[src/rtl/imem_loader_pkg.sv]
`default_nettype none
// +----------------------------------------------------------------------------+
// | Module : imem_loader_pkg                                                   |
// | Shared definitions for the instruction-memory loader: default data width,  |
// | loader state encoding and the per-state status-flag decode.                |
// | Optional feature macro used by the loader: IMEM_LOADER_CSUM_EN             |
// | Revision: 1.0                                                              |
// +----------------------------------------------------------------------------+
package imem_loader_pkg;

    localparam int XLEN_WIDTH = 32;
    localparam int WORD_BYTES = 4;

    typedef enum logic [2:0] {
        ST_IDLE = 3'd0,
        ST_LEN  = 3'd1,
        ST_DATA = 3'd2,
        ST_CSUM = 3'd3,
        ST_DONE = 3'd4,
        ST_ERR  = 3'd5
    } loader_state_t;

    typedef struct packed {
        logic in_ready;
        logic busy;
        logic core_hold;
        logic done;
        logic error;
    } status_t;

    // Status flags are a pure function of the state being entered; the FSM
    // registers them together with the state so every flag is a flop output.
    function automatic status_t status_of(loader_state_t s);
        status_t st;
        st = '0;
        case (s)
            ST_LEN, ST_DATA, ST_CSUM: begin
                st.in_ready  = 1'b1;
                st.busy      = 1'b1;
                st.core_hold = 1'b1;
            end
            ST_DONE: st.done = 1'b1;
            ST_ERR: begin
                st.error     = 1'b1;
                st.core_hold = 1'b1;
            end
            default: st.core_hold = 1'b1;
        endcase
        return st;
    endfunction

endpackage
`default_nettype wire

[src/rtl/imem_loader_pack.sv]
`default_nettype none
// +----------------------------------------------------------------------------+
// | Module : imem_loader_pack                                                  |
// | Little-endian byte-to-word assembler. Collects three bytes in a shift      |
// | register; word_valid is raised combinationally in the cycle the fourth     |
// | byte is presented, with word = {byte3, byte2, byte1, byte0}.               |
// | Ports: clk, rst (async active-low), clear (restart at byte 0), byte_en,    |
// |        byte_in[7:0] -> word_valid, word[31:0]                              |
// | Revision: 1.0                                                              |
// +----------------------------------------------------------------------------+
module imem_loader_pack
    import imem_loader_pkg::*;
(
    input  logic        clk,
    input  logic        rst,
    input  logic        clear,
    input  logic        byte_en,
    input  logic [7:0]  byte_in,
    output logic        word_valid,
    output logic [31:0] word
);

    logic [1:0]  idx;
    logic [23:0] partial;

    always_ff @(posedge clk or negedge rst) begin
        if (!rst) begin
            idx     <= '0;
            partial <= '0;
        end else if (clear) begin
            idx     <= '0;
            partial <= '0;
        end else if (byte_en) begin
            idx     <= idx + 2'd1;
            // Newest byte enters at the top so the oldest ends up in [7:0].
            partial <= {byte_in, partial[23:8]};
        end
    end

    assign word_valid = byte_en && (idx == 2'(WORD_BYTES - 1));
    assign word       = {byte_in, partial};

endmodule
`default_nettype wire

[src/rtl/imem_loader.sv]
`default_nettype none
// +----------------------------------------------------------------------------+
// | Module : imem_loader                                                       |
// | Loads a program image from a host byte stream into instruction memory and  |
// | holds the core until the image is completely written.                      |
// | Stream: 4-byte LE word count N, then N LE words (then a 4-byte LE sum when |
// | IMEM_LOADER_CSUM_EN is defined).                                           |
// | Ports: clk, rst (async active-low), start, in_data[7:0], in_valid ->       |
// |        in_ready, mem_wr_en, mem_wr_addr, mem_wr_data, core_hold, busy,     |
// |        done, error                                                         |
// | Optional feature macro: IMEM_LOADER_CSUM_EN (checksum stage after data)    |
// | Revision: 1.0                                                              |
// +----------------------------------------------------------------------------+
module imem_loader
    import imem_loader_pkg::*;
#(
    parameter int              XLEN      = XLEN_WIDTH,
    parameter int              DEPTH     = 256,
    parameter logic [XLEN-1:0] BASE_ADDR = '0
) (
    input  logic            clk,
    input  logic            rst,
    input  logic            start,
    input  logic [7:0]      in_data,
    input  logic            in_valid,
    output logic            in_ready,
    output logic            mem_wr_en,
    output logic [XLEN-1:0] mem_wr_addr,
    output logic [XLEN-1:0] mem_wr_data,
    output logic            core_hold,
    output logic            busy,
    output logic            done,
    output logic            error
);

    localparam int KW = $clog2(DEPTH);

    loader_state_t state;
    status_t       status;
    logic [KW-1:0] k;
    logic [KW:0]   n_words;

    logic          load_start;
    logic          byte_en;
    logic          word_valid;
    logic [31:0]   word;
    logic          last_word;

`ifdef IMEM_LOADER_CSUM_EN
    logic [XLEN-1:0] sum;
`endif

    assign load_start = start && (state == ST_IDLE || state == ST_DONE || state == ST_ERR);
    assign byte_en    = in_valid && status.in_ready;
    assign last_word  = ({1'b0, k} == (n_words - 1'b1));

    imem_loader_pack u_pack (
        .clk        (clk),
        .rst        (rst),
        .clear      (load_start),
        .byte_en    (byte_en),
        .byte_in    (in_data),
        .word_valid (word_valid),
        .word       (word)
    );

    always_ff @(posedge clk or negedge rst) begin
        if (!rst) begin
            state       <= ST_IDLE;
            status      <= status_of(ST_IDLE);
            k           <= '0;
            n_words     <= '0;
            mem_wr_en   <= 1'b0;
            mem_wr_addr <= '0;
            mem_wr_data <= '0;
`ifdef IMEM_LOADER_CSUM_EN
            sum         <= '0;
`endif
        end else begin
            mem_wr_en <= 1'b0;
            case (state)
                ST_IDLE, ST_DONE, ST_ERR: begin
                    if (start) begin
                        state   <= ST_LEN;
                        status  <= status_of(ST_LEN);
                        k       <= '0;
                        n_words <= '0;
`ifdef IMEM_LOADER_CSUM_EN
                        sum     <= '0;
`endif
                    end
                end
                ST_LEN: begin
                    if (word_valid) begin
                        // Range check up front guarantees k never wraps in DATA.
                        if (word == 32'd0 || word > 32'(DEPTH)) begin
                            state  <= ST_ERR;
                            status <= status_of(ST_ERR);
                        end else begin
                            state   <= ST_DATA;
                            status  <= status_of(ST_DATA);
                            n_words <= word[KW:0];
                        end
                    end
                end
                ST_DATA: begin
                    if (word_valid) begin
                        mem_wr_en   <= 1'b1;
                        mem_wr_addr <= BASE_ADDR + XLEN'({k, 2'b00});
                        mem_wr_data <= XLEN'(word);
                        k           <= k + 1'b1;
`ifdef IMEM_LOADER_CSUM_EN
                        sum         <= sum + XLEN'(word);
`endif
                        if (last_word) begin
`ifdef IMEM_LOADER_CSUM_EN
                            state  <= ST_CSUM;
                            status <= status_of(ST_CSUM);
`else
                            state  <= ST_DONE;
                            status <= status_of(ST_DONE);
`endif
                        end
                    end
                end
`ifdef IMEM_LOADER_CSUM_EN
                ST_CSUM: begin
                    if (word_valid) begin
                        if (sum == XLEN'(word)) begin
                            state  <= ST_DONE;
                            status <= status_of(ST_DONE);
                        end else begin
                            state  <= ST_ERR;
                            status <= status_of(ST_ERR);
                        end
                    end
                end
`endif
                default: begin
                    state  <= ST_IDLE;
                    status <= status_of(ST_IDLE);
                end
            endcase
        end
    end

    assign in_ready  = status.in_ready;
    assign busy      = status.busy;
    assign core_hold = status.core_hold;
    assign done      = status.done;
    assign error     = status.error;

endmodule
`default_nettype wire

[config.mk]
export PLATFORM = sky130hd
export DESIGN_NAME = imem_loader
export DESIGN_NICKNAME = d
export VERILOG_FILES = /design/src/rtl/imem_loader_pkg.sv /design/src/rtl/imem_loader_pack.sv /design/src/rtl/imem_loader.sv
export SDC_FILE = /design/constraint.sdc
export NUM_CORES = 1
export LEC_CHECK = 0
export ABC_AREA = 1
export BUFFER_PORTS_ARGS = -buffer_cell sky130_fd_sc_hd__buf_2
export CORE_MARGIN = 2
export CORE_UTILIZATION = 61
export DETAILED_ROUTE_END_ITERATION = 16
export PLACE_DENSITY = 0.86
export SLEW_MARGIN = 20
export SYNTH_ARGS = -nofsm -noshare
export SYNTH_HDL_FRONTEND = slang
export SYNTH_HIERARCHICAL = 1
export SYNTH_SLANG_ARGS = --single-unit
[constraint.sdc]
create_clock -name clk -period 4.97 [get_ports clk]
set_clock_uncertainty 0.05 [all_clocks]
set_input_delay 0.994 -clock clk [delete_from_list [all_inputs] [get_ports clk]]
set_output_delay 0.994 -clock clk [all_outputs]
set_load 0.02 [all_outputs]
Word level (Yosys, flattened, before mapping)
Cells that the tools add are included.
- register bits after elaboration: 92
- input bits: 12
- output and inout bits: 70
- word-level logic and storage cells: 69
- $add $sub $neg: 3
- $lt $le $gt $ge: 1
- equality and inequality tests: 11
- multiplexer cells: 25
- reduce and logical (&&, ||, !) cells: 16
- operator list (operator ; number):
    two-way mux 24 bit ; 2
    greater-than comparator 32 x 9 -> 1 bit (second input constant) ; 1
    zero test 32 bit ; 1
    two-way mux 9 bit ; 3
    two-way mux 5 bit ; 5
    one-hot mux 9 bit (2 select lines) ; 1
    two-way mux 8 bit ; 2
    one-hot mux 8 bit (2 select lines) ; 1
    two-way mux 3 bit ; 5
    one-hot mux 5 bit (3 select lines) ; 1
    == test 8 x 9 -> 1 bit ; 1
    one-hot mux 3 bit (3 select lines) ; 1
    subtractor 9 x 1 -> 9 bit (second input constant) ; 1
    adder 8 x 1 -> 8 bit (second input constant) ; 1
    AND reduction 4 bit ; 2
    == test 3 bit (second input constant) ; 2
    inequality test 2 bit (second input constant) ; 3
    nonzero test 2 bit ; 3
    two-way mux 2 bit ; 2
    inequality test 2 x 1 -> 1 bit (second input constant) ; 2
    == test 3 x 1 -> 1 bit (second input constant) ; 1
    == test 3 x 2 -> 1 bit (second input constant) ; 1
    logical AND 1 bit ; 3
    zero test 3 bit ; 1
    other kinds (7) ; 10

Depth between registers and ports, before layout
Gate-level depths: netlist of the first run.
- word-level depth: 5
- mapped depth: 16
- mapped depth without buffers: 14

By module
The synthesis of the first run kept the hierarchy.
- modules (own cells, without submodules) (module ; times used ; cells each ; area each (um2) ; seq. area each (um2)):
    imem_loader ; 1 ; 457 ; 3631.0 ; 1627.8
    imem_loader_pack ; 1 ; 125 ; 1265.0 ; 650.6

Worst setup path after synthesis of the first run
OpenSTA, ideal clock, no wires.
- kind: in2reg
- from: input in_valid
- to: register status, in the netlist in_ready
- library setup time: 0.122 ns
- arrival: 2.236 ns
- required time: 4.798 ns
- setup slack: 2.562 ns
- stages on the path: 15
- buffers on the path: 2
- cell sequence: nand2_1 inv_1 buf_6 buf_6 nand2_1 inv_1 inv_1 nand4_1 nand3_2 nor2_2 nand3_2 inv_1 nand2_2 nand3_1 nand2_1
- word-level cells in the longest chain between the ends: 4
- elaborated cells between the ends (all ways): 5
- classes of those cells: eq/ne: 2; reduce/logical: 3
- ends and longest elaborated chain (item ; line ; source):
    from (decl) ; imem_loader.sv:25 ; input logic in_valid,
    logical AND 1 bit * ; imem_loader.sv:54 ; assign byte_en = in_valid && status.in_ready;
    named net byte_en ; imem_loader.sv:44 ; logic byte_en;
    logical AND 1 bit * ; imem_loader_pack.sv:40 ; assign word_valid = byte_en && (idx == 2'(WORD_BYTES - 1));
    named net word_valid ; imem_loader.sv:45 ; logic word_valid;
    inequality test 2 x 1 -> 1 bit (no line) ; - ;
    AND reduction 4 bit (no line) * ; - ;
    to (signal assigned) ; imem_loader.sv:70 ; status <= status_of(ST_IDLE);
    to (signal assigned) ; imem_loader.sv:85 ; status <= status_of(ST_LEN);
    to (signal assigned) ; imem_loader.sv:98 ; status <= status_of(ST_ERR);
    to (decl) ; imem_loader.sv:39 ; status_t status;
The timed path passes the listed nets; every way through them passes the cells marked *.
A chain may end at the register's enable or synchronous reset.

Worst setup path in the final report of the first run
- from: input in_valid
- to: register mem_wr_data[2]
- word-level cells in the longest chain between the ends: 3
- ends and longest elaborated chain (item ; line ; source):
    logical AND 1 bit ; imem_loader.sv:54 ;
    named net byte_en ; imem_loader.sv:44 ;
    logical AND 1 bit ; imem_loader_pack.sv:40 ;
    named net word_valid ; imem_loader.sv:45 ;
    AND reduction 2 bit (no line) ; - ;
    to (signal assigned) ; imem_loader.sv:110 ; mem_wr_data <= XLEN'(word);
    to (decl) ; imem_loader.sv:29 ; output logic [XLEN-1:0] mem_wr_data,
The timed path passes the listed nets, and every way through them passes these cells.

==> results.yml, run 1 <==
clock_network:
  clock_latency_ns: 0.36
  cts_setup_buffers: 0
  cts_tree: "yes"
  holdBufCountCts: 0
  cts_resized: 0
  clockRootBuffer: "clkbuf_8"
  cts_sinks: 91
  clkTransAtPathRegs_ns: 0.09
  clk_path_buf_depth: 2
  cts_buffers: 9
  cts_max_level: 3
synth:
  syn-cell-area_um2: 4900
  synth_edf_count: 0
  ys_seq_area_share_pct: 46.5
  synth_ff_type: "dfrtp_1"
  async_reset_ff_share_pct: 100
  avgSynthCellArea_um2: 8.41
  yosysWarnings: 6
  synth_cell_type_count: 39
  syn_inst: 582
  synth-seq-cells: 91
placement:
  routabilityCongestion: 0.842
  dpl.cell_count: 716
  pre_cts_slack_ns: 1.83
  port_buffers: 57
  dp_hpwl_mm: 7.22
layout:
  final_layout_size_suffix_gt1_share_pct: 22.9
  antennaDiodeCount: 0
  area_growth_pct: 7.23
  n_fill_cell: 617
  stdcell_count: 732
  nets: 640
sta:
  period_needed_ns: 2.80
  maxSlewViolCount: 0
  max_freq_mhz: 358
  max_slew.worst_pin.slew_ns: 0.969
  worst_slack_ns: 2.17
  fin_setup_tns_ns: 0
  setup_viol: 0
  grt_setup_unrepaired: "no"
  hold_viol_final: 0
  finalCritPeriodShare_pct: 56.2
  slew_headroom_pct: 35.2
setup_path:
  cp_max_fo: 52
  crit_buf_inv: 7
  crit_family: "buffers and inverters"
  end_kind: "flop"
  r2r_end: "mem_wr_data[2]$_DFFE_PN0P_"
  cp-startpoint: "in_valid"
  path_depth: 12
  r2r_slack_ns: 2.47
  crit_path_top_delay_cell: "inv_2"
  rr_worst_depth: 11
  r2r-start: "in_ready$_DFFE_PN0P_"
  cp-start-kind: "primary input"
  path_cells: "buf_2 -> nand2_1 -> inv_1 -> buf_4 -> nand2_1 -> inv_1 -> inv_1 -> nor2_4 -> inv_2 -> buf_4 -> nand2_1 -> o21ai_1"
  critPathKind: "primary input to flop"
  required_ns: 5.20
  critical_path.max_stage_delay_ns: 0.60
  worst_ep_arrival_time_ns: 3.03
global_routing:
  grt_remaining_overflow: 0
  grt_antenna_before_repair: 0
  grt_pass1_wl_mm: 16.7
  grt_max_degree: 92
  grt_pass1_vias: 3511
  grt_use_total_pct: 24.4
floorplan:
  fp-row-count: 32
  die_h_um: 93.6
  dieArea_um2: 8760
  die_w_um: 93.6
  start_util_pct: 63.0
  core_area_um2: 7770
  io_pins: 82
run_status:
  status: "finished, final reports clean"
worst_hold_path:
  hold_path_end: "core_hold$_DFFE_PN1P_"
  min_from: "core_hold$_DFFE_PN1P_"
  hold_path_depth: 2
  hold_path_class: "flop to flop"
power:
  netSwitchingFraction_pct: 38.4
  power_mw: 2.20
  powerDensity_nw_per_um2: 419
  vdd.ir_drop.worst_uv: 236
  p_sw_mw: 0.845
  intPower_mw: 1.35
  pwr-share-comb_pct: 30.9
  p_leak_nw: 2.87
  clkPwrFrac_pct: 27.8
  p_seq_share_pct: 41.3
route:
  drc: 0
  drt-total-wl_mm: 10.2
  drt_iter0_drc: 319
  dr.pass1.iters: 6
  ant_nets: 0
  vias: 3879
  wl_per_cell_um: 13.9
  via_per_inst: 5.30
run:
  cap_viol_max_count: 0
cell usage after synthesis, types with 4 or more instances:
cell type    n  area share, %
nand2_1    185             14
dfrtp_1     90             46
buf_6       13            3.0
inv_2        5           0.38
nor2_1      32            2.5
o21ai_1     17            1.7
nand2_2      4           0.51
o21ai_2     17            3.0
nand3_1     32            3.3
nand3_2     25            5.1
inv_1       60            4.6
nand4_1     21            2.7
buf_4       34            5.2
nor2_2       4           0.51
o21ai_0      7           0.72
tightest hold or removal path: stages, from the launching register on:
cell and delay, ns:
dfstp_2 0.38, nand2_1 0.05, nand2_1 0.04
metal layers:
layer / vias up / global-route usage (%) / part of all wire, %
met5: - / 0 / 0
met1: 1850 / 35.7 / 46
li1: 1867 / - / -
met4: 0 / 6.76 / 1.4
met2: 146 / 36.5 / 46
met3: 16 / 6.04 / 6.7
flip-flops by register name (all words and copies together), names as in the netlist:
name and count:
n_words 9, state 3, u_pack/idx 2, mem_wr_addr 8, done 1, k 8, mem_wr_data 32, u_pack/partial 24
mem_wr_en 1, in_ready 1, core_hold 1, error 1
per-stage QoR:
stage	cell area, um^2	util, %	hold slack [ns]
2_1_floorplan	4980	-	0.396
3_3_place_gp	5000	64.3	0.401
3_5_place_dp	5000	64.3	0.406
4_1_cts	5250	67.5	0.420
5_1_grt	5250	67.6	0.432
6_report	5250	67.6	0.417
logic make-up (layout without fill, tap and decap cells):
kind of cell               Yosys count  after routing  synth area share, %
AOI/OAI and AO/OA                   47             47                 6.34
xor gates and xnor gates             4              4                0.716
adders and majority gates            3              3                0.767
buffers and inverters              118            143                 13.8
DFF                                 91             91                 46.5
other                                1             24               0.0766
and+or+nand+nor                    318            318                 31.8
placed cells by master (no fill, tap or decap), drive strengths merged:
cell type / netlist / layout
nand2: 192 / 192
clkinv: 1 / 2
nor3: 4 / 4
inv: 67 / 68
o21a: 1 / 1
clkbuf: 2 / 10
dfrtp: 90 / 90
a21oi: 3 / 3
conb: 1 / 24
buf: 48 / 59
ha: 3 / 3
o21bai: 1 / 1
o31ai: 1 / 1
nor4: 1 / 1
or2: 2 / 2
xnor2: 1 / 1
xor2: 3 / 3
bufinv: 0 / 3
dfstp: 1 / 1
clkinvlp: 0 / 1
nor2: 40 / 40
nand4: 21 / 21
nand3: 58 / 58
o21ai: 41 / 41
how the worst max path moves through the flow:
stage          slack [ns]                         end
5_1_grt              2.01  mem_wr_addr[9]$_DFFE_PN0P_
2_1_floorplan        2.56        in_ready$_DFFE_PN0P_
6_report             2.17  mem_wr_data[2]$_DFFE_PN0P_
3_3_place_gp         1.92  mem_wr_addr[6]$_DFFE_PN0P_
3_5_place_dp         1.83  mem_wr_data[2]$_DFFE_PN0P_
4_1_cts              2.19  mem_wr_data[2]$_DFFE_PN0P_
power by group through the flow:
| stage | logic, mW | clock network [mW] | registers, mW |
|---|---|---|---|
| floorplan | 0.587 | 0 | 0.905 |
| global placement | 0.640 | 0 | 0.915 |
| detailed placement | 0.668 | 0 | 0.919 |
| CTS | 0.676 | 0.615 | 0.906 |
| global route | 0.762 | 0.650 | 0.917 |
| finish | 0.679 | 0.612 | 0.908 |
final cells by class:
cell class                      count  area, um^2  area share (%)
Tap cell                          102         128            2.43
Multi-Input combinational cell    396        2030            38.6
Clock inverter                      6         111            2.12
Inverter                           68         260            4.96
Clock buffer                       10         138            2.62
Sequential cell                    91        2280            43.4
Timing Repair Buffer               59         307            5.84
Note: power is estimated with default switching activity, not from simulation.
==> run 2, diff against run 1 <==
--- a/config.mk
+++ b/config.mk
@@ -8,9 +8,9 @@
 export ABC_AREA = 1
 export BUFFER_PORTS_ARGS = -buffer_cell sky130_fd_sc_hd__buf_2
 export CORE_MARGIN = 2
-export CORE_UTILIZATION = 61
+export CORE_UTILIZATION = 57
 export DETAILED_ROUTE_END_ITERATION = 16
-export PLACE_DENSITY = 0.86
+export PLACE_DENSITY = 0.81
 export SLEW_MARGIN = 20
 export SYNTH_ARGS = -nofsm -noshare
 export SYNTH_HDL_FRONTEND = slang
==> constraint.sdc (replaced) <==
create_clock -name clk -period 2.6 [get_ports clk]
set_clock_uncertainty 0.05 [all_clocks]
set_input_delay 0.52 -clock clk [delete_from_list [all_inputs] [get_ports clk]]
set_output_delay 0.52 -clock clk [all_outputs]
set_load 0.02 [all_outputs]
==> run 2 against run 1 <==
Compared with the run above: setup slack got worse by 1.6 ns; design area increased by 1.0%; non-clock buffer count increased by 2; largest cell class unchanged.
==> results.yml, run 2 (same netlist as run 1, synthesis figures left out) <==
run_status:
  status: "finished, final reports clean"
clock_network:
  clkTransAtPathRegs_ns: 0.09
  clockRootBuffer: "clkbuf_8"
  cts_max_level: 3
  cts_tree: "yes"
  clk_path_buf_depth: 2
  holdBufCountCts: 0
  cts_resized: 0
  cts_setup_buffers: 0
  clock_latency_ns: 0.36
  cts_sinks: 91
  cts_buffers: 9
sta:
  period_needed_ns: 1.99
  slew_headroom_pct: 61.4
  finalCritPeriodShare_pct: 76.6
  fin_setup_tns_ns: 0
  max_slew.worst_pin.slew_ns: 0.579
  maxSlewViolCount: 0
  hold_viol_final: 0
  setup_viol: 0
  grt_setup_unrepaired: "no"
  max_freq_mhz: 502
floorplan:
  start_util_pct: 59.3
  fp-row-count: 33
  dieArea_um2: 9350
  die_w_um: 96.7
  die_h_um: 96.7
  io_pins: 82
  core_area_um2: 8260
setup_path:
  critical_path.max_stage_delay_ns: 0.41
  required_ns: 2.80
  worst_ep_arrival_time_ns: 2.19
  crit_family: "simple AND/OR/NAND/NOR gates"
  crit_buf_inv: 2
  cp-start-kind: "flop"
  r2r-start: "n_words[0]$_DFFE_PN0P_"
  r2r_end: "in_ready$_DFFE_PN0P_"
  end_kind: "flop"
  crit_path_top_delay_cell: "dfrtp_1"
  r2r_slack_ns: 0.61
  critPathKind: "flop to flop"
  cpMostUsedCell: "nand2_1"
  path_cells: "inv_1 -> ha_1 -> nand2_1 -> nor2_1 -> nand3_1 -> nand2_1 -> nand2_1 -> nor2_1 -> nand2_1 -> inv_1 -> nand2_2 -> nand3_1 -> nand2_1"
  rr_worst_depth: 13
  cp_max_fo: 7
route:
  via_per_inst: 5.33
  drt_iter0_drc: 348
  wl_per_cell_um: 14.1
  vias: 3930
  dr.pass1.iters: 5
  drt-total-wl_mm: 10.4
  ant_nets: 0
  drc: 0
placement:
  port_buffers: 57
  dp_hpwl_mm: 7.51
  routabilityCongestion: 0.872
power:
  power_mw: 4.31
  netSwitchingFraction_pct: 38.1
  p_sw_mw: 1.64
  p_leak_nw: 2.90
  clkPwrFrac_pct: 29.1
  p_seq_share_pct: 40.2
  intPower_mw: 2.67
  powerDensity_nw_per_um2: 812
  pwr-share-comb_pct: 30.7
  vdd.ir_drop.worst_uv: 440
layout:
  largest_register_ffs: 32
  area_growth_pct: 8.33
  final_layout_size_suffix_gt1_share_pct: 23.1
  nets: 642
  final_common_cell: "nand2_1"
  antennaDiodeCount: 0
  biggestRegsByFlops: "mem_wr_data x32, u_pack/partial x24, n_words x9"
  final_cell_mix: "nand2_1 (185), dfrtp_1 (90), inv_1 (60)"
  regMostFlops: "mem_wr_data"
worst_hold_path:
  hold_path_class: "primary input to async pin"
run:
  cap_viol_max_count: 0
global_routing:
  grt_antenna_before_repair: 0
  grt_pass1_wl_mm: 17.7
  grt_max_degree: 61
  grt_pass1_vias: 3665
  grt_remaining_overflow: 0
  grt_use_total_pct: 23.1
-- run 2: changes by cell type in the layout (fill, tap and decap cells not counted) --
cell / previous run / this run
clkinvlp_4: 1 / 0
buf_12: 0 / 2
buf_6: 1 / 0
bufinv_16: 3 / 4
buf_4: 2 / 3
clkbuf_8: 10 / 9
clkinv_2: 1 / 2
-- run 2: cell type report --
cell class	count	area, um^2
Clock buffer	9	124
Clock inverter	7	139
Fill cell	695	2950
Inverter	68	260
Multi-Input combinational cell	396	2030
Sequential cell	91	2280
Tap cell	105	131
Timing Repair Buffer	61	343
-- run 2: power groups by stage --
stage | clock network, mW | logic (mW) | registers (mW)
6_report | 1.25 | 1.32 | 1.73
3_5_place_dp | 0 | 1.30 | 1.75
4_1_cts | 1.26 | 1.31 | 1.73
3_3_place_gp | 0 | 1.28 | 1.75
5_1_grt | 1.31 | 1.49 | 1.75
2_1_floorplan | 0 | 1.12 | 1.73
-- run 2: through the flow --
| stage | cells | cell area (um^2) | utilization [%] | setup WS, ns | hold slack [ns] |
|---|---|---|---|---|---|
| final | 737 | 5300 | 64.2 | 0.607 | 0.0907 |
| after global routing | 737 | 5300 | 64.2 | 0.395 | 0.141 |
| after CTS | 737 | 5300 | 64.2 | 0.623 | 0.109 |
| after detailed placement | 721 | 5040 | 61.0 | 0.640 | 0.406 |
| after global placement | 721 | 5040 | 61.0 | 0.644 | 0.402 |
| after floorplan | 605 | 4980 | - | 0.666 | 0.174 |
-- run 2: how the worst max path moves through the flow --
stage / start / to / slack [ns] / cells after the start
finish: n_words[0]$_DFFE_PN0P_ / in_ready$_DFFE_PN0P_ / 0.61 / 13
global route: n_words[0]$_DFFE_PN0P_ / state[0]$_DFFE_PN0P_ / 0.39 / 13
CTS: n_words[0]$_DFFE_PN0P_ / in_ready$_DFFE_PN0P_ / 0.62 / 13
detailed placement: in_data[1] / n_words[6]$_DFFE_PN0P_ / 0.64 / 11
global placement: in_valid / mem_wr_data[25]$_DFFE_PN0P_ / 0.64 / 11
floorplan: in_valid / in_ready$_DFFE_PN0P_ / 0.67 / 15
-- run 2: metal layers --
layer  wire [um]  GRT usage (%)  vias up
li1            -              -     1876
met1        4770           33.2     1881
met2        4680           35.0      157
met3         759           4.70       16
met4         179           8.23        0
met5           0              0        -
==> run 3, diff against run 2 <==
--- a/config.mk
+++ b/config.mk
@@ -5,12 +5,12 @@
 export SDC_FILE = /design/constraint.sdc
 export NUM_CORES = 1
 export LEC_CHECK = 0
-export ABC_AREA = 1
+export ABC_AREA = 0
 export BUFFER_PORTS_ARGS = -buffer_cell sky130_fd_sc_hd__buf_2
 export CORE_MARGIN = 2
-export CORE_UTILIZATION = 57
+export CORE_UTILIZATION = 55
 export DETAILED_ROUTE_END_ITERATION = 16
-export PLACE_DENSITY = 0.81
+export PLACE_DENSITY = 0.79
 export SLEW_MARGIN = 20
 export SYNTH_ARGS = -nofsm -noshare
 export SYNTH_HDL_FRONTEND = slang
==> constraint.sdc (replaced) <==
create_clock -name clk -period 2.01 [get_ports clk]
set_clock_uncertainty 0.05 [all_clocks]
set_input_delay 0.402 -clock clk [delete_from_list [all_inputs] [get_ports clk]]
set_output_delay 0.402 -clock clk [all_outputs]
set_load 0.02 [all_outputs]
==> run 3 against run 2 <==
Compared with the run above: the run now ends with negative setup slack left; die area down 7.5%; core utilization up 6.4 points; maximum frequency down 22%; critical path type unchanged.
==> results.yml, run 3 <==
power:
  pwr-share-comb_pct: 31.4
  p_seq_share_pct: 43.2
  p_leak_nw: 2.96
  intPower_mw: 3.61
  powerDensity_nw_per_um2: 1000
  p_sw_mw: 1.85
  clkPwrFrac_pct: 25.3
  vdd.ir_drop.worst_uv: 667
  power_mw: 5.45
  netSwitchingFraction_pct: 33.9
clock_network:
  clkTransAtPathRegs_ns: 0.09
  cts_tree: "yes"
  cts_buffers: 9
  cts_max_level: 3
  clockRootBuffer: "clkbuf_8"
  cts_sinks: 91
  clk_path_buf_depth: 2
  clock_latency_ns: 0.36
floorplan:
  start_util_pct: 56.6
  dieArea_um2: 8640
  io_pins: 82
  die_h_um: 93.0
  fp-row-count: 32
  core_area_um2: 7690
  die_w_um: 93.0
synth:
  synth_cell_type_count: 53
  async_reset_ff_share_pct: 100
  synth.most_common_cell: "nand2_1"
  avgSynthCellArea_um2: 9.61
  synth_ff_type: "dfrtp_1"
  synth_common_cells: "nand2_1 (128), dfrtp_1 (90), nor2_1 (37), buf_4 (33), mux2i_1 (25)"
  syn_inst: 453
  yosys.area.top_type_share_pct: 51.7
  synth_top_area_cell: "dfrtp_1"
  synth.area.top_cells: "dfrtp_1 (52%), nand2_1 (11%), mux2i_1 (5.7%)"
  synth_edf_count: 0
  synth-seq-cells: 91
  ys_seq_area_share_pct: 52.3
  yosysWarnings: 6
  syn-cell-area_um2: 4350
route:
  via_per_inst: 5.29
  vias: 3542
  drc: 0
  dr.pass1.iters: 7
  drt_iter0_drc: 215
  ant_nets: 0
  wl_per_cell_um: 15.6
  drt-total-wl_mm: 10.5
global_routing:
  grt_use_total_pct: 25.0
  grt_remaining_overflow: 0
  grt_max_degree: 92
  grt_pass1_vias: 3486
  grt_pass1_wl_mm: 16.9
  grt_antenna_before_repair: 0
setup_path:
  cp_max_fo: 7
  crit_buf_inv: 4
  cp-start-kind: "flop"
  cp-startpoint: "n_words[0]$_DFFE_PN0P_"
  required_ns: 2.20
  cpMostUsedCell: "buf_4"
  r2r-start: "n_words[0]$_DFFE_PN0P_"
  crit_path_top_delay_cell: "dfrtp_1"
  end_kind: "flop"
  crit_family: "compound AO/OA/AOI/OAI gates"
  worst_ep_arrival_time_ns: 2.76
  critical_path.max_stage_delay_ns: 0.39
  path_cells: "inv_1 -> ha_2 -> buf_4 -> buf_4 -> nor4b_2 -> buf_4 -> a31oi_1 -> a221oi_1 -> nor3_2 -> o21ai_2 -> mux2_2"
  critPathKind: "flop to flop"
layout:
  nets: 577
  regMostFlops: "mem_wr_data"
  fin_util_pct: 70.7
  largest_register_ffs: 32
  area_growth_pct: 24.8
  final_cell_mix: "nand2_1 (127), dfrtp_1 (89), buf_4 (69)"
  final_layout_size_suffix_gt1_share_pct: 30.7
  final_common_cell: "nand2_1"
  biggestRegsByFlops: "mem_wr_data x32, u_pack/partial x24, n_words x9"
  antennaDiodeCount: 0
run:
  cap_viol_max_count: 0
sta:
  max_slew.worst_pin.slew_ns: 0.497
  maxSlewViolCount: 0
  max_freq_mhz: 390
  grt_setup_unrepaired: "yes"
  fin_setup_tns_ns: -3.02
  worst_slack_ns: -0.556
  finalCritPeriodShare_pct: 128
  slew_headroom_pct: 66.5
  setup_viol: 7
  hold_viol_final: 0
  period_needed_ns: 2.57
run_status:
  violations: "negative setup slack"
  status: "complete, but fails checks"
placement:
  dp_hpwl_mm: 6.88
  routabilityCongestion: 0.940
  port_buffers: 57
worst_hold_path:
  hold_path_class: "primary input to async pin"
## run 3: repair_timing
action	4_1_cts	5_1_grt
endpoints found under the setup margin	16	18
cloned	1	1
pin swaps	8	12
hold buffers	0	0
buffers inserted	4	2
hold endpoints to repair	0	0
resized for setup	15	19
## run 3: power groups by stage
| stage | clock network [mW] | logic (mW) | registers, mW |
|---|---|---|---|
| final | 1.38 | 1.71 | 2.36 |
| after global routing | 1.48 | 1.86 | 2.38 |
| after CTS | 1.41 | 1.56 | 2.31 |
| after detailed placement | 0 | 1.44 | 2.31 |
| after global placement | 0 | 1.38 | 2.29 |
| after floorplan | 0 | 0.831 | 2.34 |
## run 3: area by class of cell
| type | count | area (um^2) |
|---|---|---|
| Clock buffer | 10 | 128 |
| Clock inverter | 6 | 95.1 |
| Fill cell | 561 | 2250 |
| Inverter | 12 | 45.0 |
| Multi-Input combinational cell | 319 | 1900 |
| Sequential cell | 91 | 2280 |
| Tap cell | 102 | 128 |
| Timing Repair Buffer | 129 | 861 |
## run 3: final timing paths
check	to	slack, ns	cells past startpoint
worst max-delay path	state[0]$_DFFE_PN0P_	-0.56	11
worst min-delay path	error$_DFFE_PN0P_	0.02	2
worst max register to register	state[0]$_DFFE_PN0P_	-0.56	11
worst min register to register	core_hold$_DFFE_PN1P_	0.42	2
max in group asynchronous	mem_wr_data[5]$_DFFE_PN0P_	1.53	2
min in group clk	mem_wr_data[28]$_DFFE_PN0P_	0.29	4
## run 3: layer usage
layer  routed length (um)  part of all wire (%)  up-vias  global-route usage [%]
met4                  216                   2.1        0                    10.8
met5                    0                     0        -                       0
met2                 5400                    52      112                    41.8
met3                  439                   4.2       21                    4.67
met1                 4400                    42     1742                    32.0
li1                     -                     -     1667                       -
## run 3: stage by stage
step	area, um^2	hold slack (ns)	std cells	worst slack (ns)
after floorplan	4450	0.0564	476	-0.574
after global placement	5010	0.404	646	-0.443
after detailed placement	5010	0.407	646	-0.485
after CTS	5330	0.0344	666	-0.493
after global routing	5430	0.0673	669	-0.646
final	5430	0.0177	669	-0.556
## run 3: logic make-up after synthesis
family / after synthesis / synth area share, %
compound gates: 41 / 6.87
xor+xnor: 15 / 3.02
fa+ha+maj: 3 / 0.862
buf+inv: 67 / 9.83
flops: 91 / 52.3
mux: 26 / 6.01
other cells: 1 / 0.0861
simple gates: 209 / 21.0
